===== src/rtl/mem_port_arbiter_if.sv =====
// mem_port_arbiter_if
//   Bundles the fetch (i_*), load/store (d_*) and memory (m_*) signals of the
//   unified-memory arbiter.
//   Modports:
//     slave  - the arbiter: takes requests and m_rdata, drives grants,
//              responses and the memory command.
//     master - the environment: the core's fetch/LSU plus the memory model.
//   Parameters: WORD_SIZE (data/address width), MEM_SIZE (depth in words).
interface mem_port_arbiter_if #(
    parameter int WORD_SIZE = 32,
    parameter int MEM_SIZE  = 256
);
    localparam int AW = $clog2(MEM_SIZE);

    logic                 i_req;
    logic [WORD_SIZE-1:0] i_addr;
    logic                 i_gnt;
    logic                 i_rvalid;
    logic [WORD_SIZE-1:0] i_rdata;
    logic                 i_err;

    logic                 d_req;
    logic                 d_we;
    logic [3:0]           d_be;
    logic [WORD_SIZE-1:0] d_addr;
    logic [WORD_SIZE-1:0] d_wdata;
    logic                 d_gnt;
    logic                 d_rvalid;
    logic [WORD_SIZE-1:0] d_rdata;
    logic                 d_err;

    logic                 m_en;
    logic                 m_we;
    logic [3:0]           m_be;
    logic [AW-1:0]        m_addr;
    logic [WORD_SIZE-1:0] m_wdata;
    logic [WORD_SIZE-1:0] m_rdata;

    modport slave (
        input  i_req, i_addr,
        input  d_req, d_we, d_be, d_addr, d_wdata,
        input  m_rdata,
        output i_gnt, i_rvalid, i_rdata, i_err,
        output d_gnt, d_rvalid, d_rdata, d_err,
        output m_en, m_we, m_be, m_addr, m_wdata
    );

    modport master (
        output i_req, i_addr,
        output d_req, d_we, d_be, d_addr, d_wdata,
        output m_rdata,
        input  i_gnt, i_rvalid, i_rdata, i_err,
        input  d_gnt, d_rvalid, d_rdata, d_err,
        input  m_en, m_we, m_be, m_addr, m_wdata
    );
endinterface


===== src/rtl/mem_port_arbiter.sv =====
// mem_port_arbiter
//   Shares one single-port, word-organised memory between instruction fetch
//   (I) and load/store (D). Grants are combinational in the request cycle;
//   every grant (read, store or error) yields exactly one response the next
//   cycle on the granted side.
//   Ports:
//     clk   - clock, rising edge
//     rst_n - asynchronous active-low reset; also masks all grants while low
//     bus   - mem_port_arbiter_if.slave (i_*, d_*, m_* signal groups)
//   Arbitration:
//     default             - D over I, except that I wins once it has lost
//                           MAX_STALL consecutive cycles.
//     MEM_ARB_RR_EN       - round robin against last_owner on contention.
//   Errors (word >= MEM_SIZE, misaligned fetch, data with d_be == 0) are
//   still granted but never reach the memory.
module mem_port_arbiter #(
    parameter int WORD_SIZE = 32,
    parameter int MEM_SIZE  = 256,
    parameter int MAX_STALL = 4
) (
    input logic               clk,
    input logic               rst_n,
    mem_port_arbiter_if.slave bus
);
    localparam int AW = $clog2(MEM_SIZE);
    localparam int WW = WORD_SIZE - 2;
    localparam logic [WW-1:0] MEM_WORDS = WW'(MEM_SIZE);

    typedef enum logic [1:0] {
        SEL_NONE = 2'd0,
        SEL_I    = 2'd1,
        SEL_D    = 2'd2
    } sel_t;

    logic [WW-1:0] i_word;
    logic [WW-1:0] d_word;
    logic          i_bad;
    logic          d_bad;
    logic          pick_i_on_tie;
    logic          grant_i;
    logic          grant_d;

    logic                 m_en_c;
    logic                 m_we_c;
    logic [3:0]           m_be_c;
    logic [AW-1:0]        m_addr_c;
    logic [WORD_SIZE-1:0] m_wdata_c;

    sel_t rsp_sel;
    logic rsp_err;
    logic rsp_we;

    // Data byte offset is carried by d_be, not by the address.
    logic unused_d_addr_lo;
    assign unused_d_addr_lo = ^bus.d_addr[1:0];

    assign i_word = bus.i_addr[WORD_SIZE-1:2];
    assign d_word = bus.d_addr[WORD_SIZE-1:2];
    assign i_bad  = (i_word >= MEM_WORDS) || (bus.i_addr[1:0] != 2'b00);
    assign d_bad  = (d_word >= MEM_WORDS) || (bus.d_be == 4'b0000);

`ifdef MEM_ARB_RR_EN
    // last_owner: 0 = I, 1 = D. On a tie the side that did not win last goes.
    logic last_owner;

    assign pick_i_on_tie = last_owner;

    always_ff @(posedge clk or negedge rst_n) begin
        if (!rst_n) begin
            last_owner <= 1'b0;
        end else if (grant_i) begin
            last_owner <= 1'b0;
        end else if (grant_d) begin
            last_owner <= 1'b1;
        end
    end
`else
    // Consecutive cycles I has waited; at MAX_STALL it overrides D.
    localparam logic [3:0] STALL_LIMIT = 4'(MAX_STALL);
    logic [3:0] stall_cnt;

    assign pick_i_on_tie = (stall_cnt == STALL_LIMIT);

    always_ff @(posedge clk or negedge rst_n) begin
        if (!rst_n) begin
            stall_cnt <= 4'd0;
        end else if (bus.i_req && !grant_i) begin
            if (stall_cnt != STALL_LIMIT) begin
                stall_cnt <= stall_cnt + 4'd1;
            end
        end else begin
            stall_cnt <= 4'd0;
        end
    end
`endif

    // Gating with rst_n keeps every output at 0 for the whole reset window,
    // not just after the registers clear.
    always_comb begin
        grant_i = 1'b0;
        grant_d = 1'b0;
        if (rst_n) begin
            if (bus.i_req && bus.d_req) begin
                grant_i = pick_i_on_tie;
                grant_d = !pick_i_on_tie;
            end else begin
                grant_i = bus.i_req;
                grant_d = bus.d_req;
            end
        end
    end

    always_comb begin
        m_en_c    = 1'b0;
        m_we_c    = 1'b0;
        m_be_c    = 4'h0;
        m_addr_c  = '0;
        m_wdata_c = '0;
        if (grant_i && !i_bad) begin
            m_en_c   = 1'b1;
            m_be_c   = 4'hF;
            m_addr_c = i_word[AW-1:0];
        end else if (grant_d && !d_bad) begin
            m_en_c    = 1'b1;
            m_we_c    = bus.d_we;
            m_be_c    = bus.d_be;
            m_addr_c  = d_word[AW-1:0];
            m_wdata_c = bus.d_wdata;
        end
    end

    assign bus.i_gnt   = grant_i;
    assign bus.d_gnt   = grant_d;
    assign bus.m_en    = m_en_c;
    assign bus.m_we    = m_we_c;
    assign bus.m_be    = m_be_c;
    assign bus.m_addr  = m_addr_c;
    assign bus.m_wdata = m_wdata_c;

    always_ff @(posedge clk or negedge rst_n) begin
        if (!rst_n) begin
            rsp_sel <= SEL_NONE;
            rsp_err <= 1'b0;
            rsp_we  <= 1'b0;
        end else if (grant_i) begin
            rsp_sel <= SEL_I;
            rsp_err <= i_bad;
            rsp_we  <= 1'b0;
        end else if (grant_d) begin
            rsp_sel <= SEL_D;
            rsp_err <= d_bad;
            rsp_we  <= bus.d_we;
        end else begin
            rsp_sel <= SEL_NONE;
            rsp_err <= 1'b0;
            rsp_we  <= 1'b0;
        end
    end

    // m_rdata is only meaningful for a non-error read issued last cycle.
    assign bus.i_rvalid = (rsp_sel == SEL_I);
    assign bus.i_err    = (rsp_sel == SEL_I) && rsp_err;
    assign bus.i_rdata  = ((rsp_sel == SEL_I) && !rsp_err) ? bus.m_rdata : '0;
    assign bus.d_rvalid = (rsp_sel == SEL_D);
    assign bus.d_err    = (rsp_sel == SEL_D) && rsp_err;
    assign bus.d_rdata  = ((rsp_sel == SEL_D) && !rsp_err && !rsp_we) ? bus.m_rdata : '0;
endmodule


===== src/flat_wrapper.sv =====
// flat-port wrapper written by rule: the top's interface ports become plain ports
module mem_port_arbiter_flat 
#(
    parameter int WORD_SIZE = 32,
    parameter int MEM_SIZE  = 256,
    parameter int MAX_STALL = 4
)
  (clk, rst_n, bus_i_req, bus_i_addr, bus_d_req, bus_d_we, bus_d_be, bus_d_addr, bus_d_wdata, bus_m_rdata, bus_i_gnt, bus_i_rvalid, bus_i_rdata, bus_i_err, bus_d_gnt, bus_d_rvalid, bus_d_rdata, bus_d_err, bus_m_en, bus_m_we, bus_m_be, bus_m_addr, bus_m_wdata);
  mem_port_arbiter_if #(.WORD_SIZE(WORD_SIZE), .MEM_SIZE(MEM_SIZE)) bus_i ();
  input logic clk;
  input logic rst_n;
  input wire logic [$bits(bus_i.i_req)-1:0] bus_i_req;
  input wire logic [$bits(bus_i.i_addr)-1:0] bus_i_addr;
  input wire logic [$bits(bus_i.d_req)-1:0] bus_d_req;
  input wire logic [$bits(bus_i.d_we)-1:0] bus_d_we;
  input wire logic [$bits(bus_i.d_be)-1:0] bus_d_be;
  input wire logic [$bits(bus_i.d_addr)-1:0] bus_d_addr;
  input wire logic [$bits(bus_i.d_wdata)-1:0] bus_d_wdata;
  input wire logic [$bits(bus_i.m_rdata)-1:0] bus_m_rdata;
  output wire logic [$bits(bus_i.i_gnt)-1:0] bus_i_gnt;
  output wire logic [$bits(bus_i.i_rvalid)-1:0] bus_i_rvalid;
  output wire logic [$bits(bus_i.i_rdata)-1:0] bus_i_rdata;
  output wire logic [$bits(bus_i.i_err)-1:0] bus_i_err;
  output wire logic [$bits(bus_i.d_gnt)-1:0] bus_d_gnt;
  output wire logic [$bits(bus_i.d_rvalid)-1:0] bus_d_rvalid;
  output wire logic [$bits(bus_i.d_rdata)-1:0] bus_d_rdata;
  output wire logic [$bits(bus_i.d_err)-1:0] bus_d_err;
  output wire logic [$bits(bus_i.m_en)-1:0] bus_m_en;
  output wire logic [$bits(bus_i.m_we)-1:0] bus_m_we;
  output wire logic [$bits(bus_i.m_be)-1:0] bus_m_be;
  output wire logic [$bits(bus_i.m_addr)-1:0] bus_m_addr;
  output wire logic [$bits(bus_i.m_wdata)-1:0] bus_m_wdata;
  assign bus_i.i_req = bus_i_req;
  assign bus_i.i_addr = bus_i_addr;
  assign bus_i.d_req = bus_d_req;
  assign bus_i.d_we = bus_d_we;
  assign bus_i.d_be = bus_d_be;
  assign bus_i.d_addr = bus_d_addr;
  assign bus_i.d_wdata = bus_d_wdata;
  assign bus_i.m_rdata = bus_m_rdata;
  assign bus_i_gnt = bus_i.i_gnt;
  assign bus_i_rvalid = bus_i.i_rvalid;
  assign bus_i_rdata = bus_i.i_rdata;
  assign bus_i_err = bus_i.i_err;
  assign bus_d_gnt = bus_i.d_gnt;
  assign bus_d_rvalid = bus_i.d_rvalid;
  assign bus_d_rdata = bus_i.d_rdata;
  assign bus_d_err = bus_i.d_err;
  assign bus_m_en = bus_i.m_en;
  assign bus_m_we = bus_i.m_we;
  assign bus_m_be = bus_i.m_be;
  assign bus_m_addr = bus_i.m_addr;
  assign bus_m_wdata = bus_i.m_wdata;
  mem_port_arbiter #(.WORD_SIZE(WORD_SIZE), .MEM_SIZE(MEM_SIZE), .MAX_STALL(MAX_STALL)) u_core (.clk(clk), .rst_n(rst_n), .bus(bus_i));
endmodule

===== config.mk =====
export PLATFORM = sky130hd
export DESIGN_NAME = mem_port_arbiter_flat
export DESIGN_NICKNAME = d
export VERILOG_FILES = /design/src/rtl/mem_port_arbiter_if.sv /design/src/rtl/mem_port_arbiter.sv /design/src/flat_wrapper.sv
export SDC_FILE = /design/constraint.sdc
export NUM_CORES = 1
export LEC_CHECK = 0
export CAP_MARGIN = 10
export CORE_AREA = 3 3 96 98
export CTS_BUF_LIST = sky130_fd_sc_hd__clkbuf_8 sky130_fd_sc_hd__clkbuf_16
export CTS_CLUSTER_DIAMETER = 120
export DETAILED_ROUTE_END_ITERATION = 8
export DIE_AREA = 0 0 99 101
export PLACE_DENSITY = 0.67
export SYNTH_ARGS = -nofsm -noshare
export SYNTH_HDL_FRONTEND = slang
export SYNTH_SLANG_ARGS = --single-unit

===== constraint.sdc =====
create_clock -name clk -period 2.15 [get_ports clk]
set_input_delay 0.3225 -clock clk [delete_from_list [all_inputs] [get_ports clk]]
set_output_delay 0.3225 -clock clk [all_outputs]
set_load 0.01 [all_outputs]

==> impl_metrics.yaml <==
run_status:
  status: "finished with violations"
  violated_checks: "setup timing"
flow_run:
  drv.max_cap_violation_count: 0
route:
  ant_nets: 0
  dr.first_iter.drc_count: 28
  viasPerCell: 4.23
  drt-wirelength-per-cell_um: 15.2
  wl_mm: 8.93
  drt_pre_antenna_iters: 4
  vias: 2484
  residual_drc_count: 0
global_route:
  overflow: 0
  groute.usage.overall_pct: 15.5
  number_of_global_route_vias_before_repair: 2455
  grt_start_max_net_pins: 33
  grt_antenna_before_repair: 0
  wire_length_of_the_first_global_routing_pass_mm: 12.4
timing:
  fin_setup_tns_ns: -3.19
  max-slew-margin-rel_pct: 82.2
  finalSetupViolCount: 42
  setup_ws_ns: -0.116
  worst-slew-pin-transition_ns: 0.265
  rsz_0062_raised_after_global_routing: "yes"
  fmaxAchievable_ghz: 0.441
  final_max_slew_viol_count: 0
  finalHoldViolations: 0
  min_period_ns: 2.27
  fin_skew_ns: 0.00165
  min_period_over_period_pct: 105
floorplanning:
  placement_rows: 34
  design.portCount: 253
  core-area_sq_um: 8550
  die_y_um: 101
  design.die.area_sq_um: 10000
  initial_core_util_pct: 16.2
  die_x_um: 99
synth:
  postSynthAreaPerCell_sq_um: 7.23
  yosys_most_used_dff: "dfrtp_1"
  yosys.area.top_type_share_pct: 48.6
  synth_enable_flop_cells: 0
  synth_top_cells_by_area: "and2_1 (49%), dfrtp_1 (14%), a32o_1 (8.6%)"
  ys_async_sr_fraction_pct: 100
  yosys.area_share.adder_pct: 1.80
  ys.warnings.count: 0
  ys_seq_elements: 8
  synth-compound-area-share_pct: 13.0
  xor_xnor_portion_of_the_synthesized_cell_area_pct: 1.26
  synth_simple_gate_area_share_pct: 64.1
  yosys.cell_types.count: 27
  yosysSeqAreaShare_pct: 14.4
  mappedNetlistNets: 331
  synth_top_area_cell: "and2_1"
  netlist_instances: 192
  post_synth_instance_area_sq_um: 1390
  portion_of_netlist_area_occupied_by_mux_cells_pct: 0
  synth_top_family_by_area: "simple AND/OR/NAND/NOR gates"
power:
  max-vdd-ir-drop_mv: 0.133
  switchingPower_uw: 230
  internal_power_uw: 659
  static-leakage-power_nw: 2.53
  p_clk_share_pct: 19.9
  power.combinational.fraction_pct: 60.8
  sw_frac_of_total_pct: 25.9
  pwr-share-seq_pct: 19.3
  pwr_density_cell_nw_per_um2: 198
setup_path:
  setup.worst_path.end_class: "output pin"
  cp.arrival_ns: 1.94
  critical_path_class: "primary input to output pin"
  cp_data_required_time_ns: 1.83
  startpoint_type: "primary input"
  crit_fanout: 11
placement:
  portBuffers: 250
  gpl.final_weighted_congestion: 0.764
  final_hpwl_dp_mm: 7.27
  place_inst: 564
clocking:
  clkSlewWorstSetupHoldPaths_ns: 0.04
  clock_tree.htree_level_count: 1
  clock_tree.root_cell: "clkbuf_8"
  cts.hold.buffers_added: 0
  cts_max_path_buffers: 2
  tritoncts: "yes"
  tritoncts.num_buffers: 3
  cts.sink_count: 8
  worstSkewPairLatency_ns: 0.23
cells_and_area:
  finish.net_count: 619
  drive_above_1_share_pct: 27.4
  synthToLayoutAreaGrowth_pct: 224
  post_layout_nonfiller_instances: 587
worst_hold_path:
  min_delay_path_class: "primary input to async pin"
==> layout make-up <==
cell class              count  area, sq um
diodes                      1         2.50
flip-flops and latches      8          200
inverters                   5         23.8
multi-input cells         166         1220
repair buffers            296         2870
well taps                 108          135
fillers                   851         4060
clock buffers               3         41.3
==> what timing repair did <==
item                       in CTS  in global routing
gates cloned                    5                  1
setup buffers                  12                  6
setup endpoints to repair     112                 97
resized for setup             267                 70
pin swaps                      12                 14
==> logic make-up (layout without fill, tap and decap cells) <==
group / Yosys count / in the layout
buffers and inverters: 18 / 304
adder cells (fa/ha/maj): 2 / 2
XOR/XNOR: 2 / 2
AND/OR/NAND/NOR: 142 / 142
flip-flops: 8 / 8
AO/OA/AOI/OAI: 20 / 20
other: 0 / 1
==> Yosys cell counts, types with 2 or more instances <==
master	number
inv_1	5
a32o_1	12
dfrtp_1	8
nor4_1	11
nor2_1	5
clkbuf_1	7
nor2b_1	3
buf_2	6
nand3_1	4
ha_1	2
o31a_1	2
and2_1	108
o21ai_0	2
nand2_1	3
nand4_1	2
==> layer usage <==
layer  up-vias  routed length, um  global-route usage (%)
met5         -                  0                       0
met4         0                 77                    3.15
met3         7                831                    3.67
met2       151               5130                    32.5
met1      1101               2890                    15.0
li1       1225                  -                       -
==> flip-flops by register name (all words and copies together) (netlist names) <==
name              flops
u_core.stall_cnt      4
u_core.rsp_we         1
u_core.rsp_sel        2
u_core.rsp_err        1
==> stage by stage <==
stage / utilization (%) / instance area (sq um) / setup WS [ns] / total power [mW] / hold slack [ns]
floorplan: - / 1390 / 0.154 / 0.278 / 0.0269
CTS: 50.1 / 4280 / -0.291 / 0.880 / 0.532
detailed placement: 49.3 / 4220 / -0.674 / 0.675 / 0.554
finish: 52.5 / 4490 / -0.116 / 0.889 / 0.531
global route: 52.5 / 4490 / -0.226 / 0.941 / 0.566
global placement: 49.3 / 4220 / -0.652 / 0.669 / 0.540
==> worst max-delay path, cell delays in order <==
cell and delay, ns:
clkdlybuf4s50_1 0.39, nor4_1 0.25, nand2_1 0.16, nor4_4 0.24
buf_4 0.18, buf_8 0.13, and2_1 0.15, buf_6 0.11
==> worst paths after layout <==
| path | startpoint | end | slack, ns | cells past startpoint |
|---|---|---|---|---|
| max | bus_d_addr[29] | bus_m_wdata[0] | -0.12 | 8 |
| min | rst_n | u_core.stall_cnt[2] | 0.53 | 3 |
| max reg2reg | u_core.stall_cnt[1] | u_core.rsp_we | 0.49 | 9 |
| min reg2reg | u_core.stall_cnt[3] | u_core.stall_cnt[3] | 0.57 | 2 |
| max in group asynchronous | rst_n | u_core.rsp_sel[0] | 1.48 | 3 |
| min in group clk | u_core.stall_cnt[3] | u_core.stall_cnt[3] | 0.57 | 2 |
==> power groups by stage <==
| stage | registers [mW] | clock network (mW) | logic (mW) |
|---|---|---|---|
| finish | 0.171 | 0.177 | 0.541 |
| global route | 0.173 | 0.186 | 0.582 |
| CTS | 0.170 | 0.183 | 0.527 |
| detailed placement | 0.170 | 0 | 0.505 |
| global placement | 0.169 | 0 | 0.500 |
| floorplan | 0.169 | 0 | 0.108 |
==> cell usage in the layout, fill, tap and decap left out, types with 4 or more instances in the layout <==
cell type,netlist,routed
clkdlybuf4s50_1,0,133
and2_1,108,90
dlygate4sd2_1,0,42
buf_4,0,30
buf_2,6,29
buf_6,0,27
dlymetal6s2s_1,0,25
and2_4,0,18
a32o_1,12,12
nor4_1,11,9
dfrtp_1,8,8
nor2_1,5,5
nand3_1,4,4
Note: power is estimated with default switching activity, not from simulation.
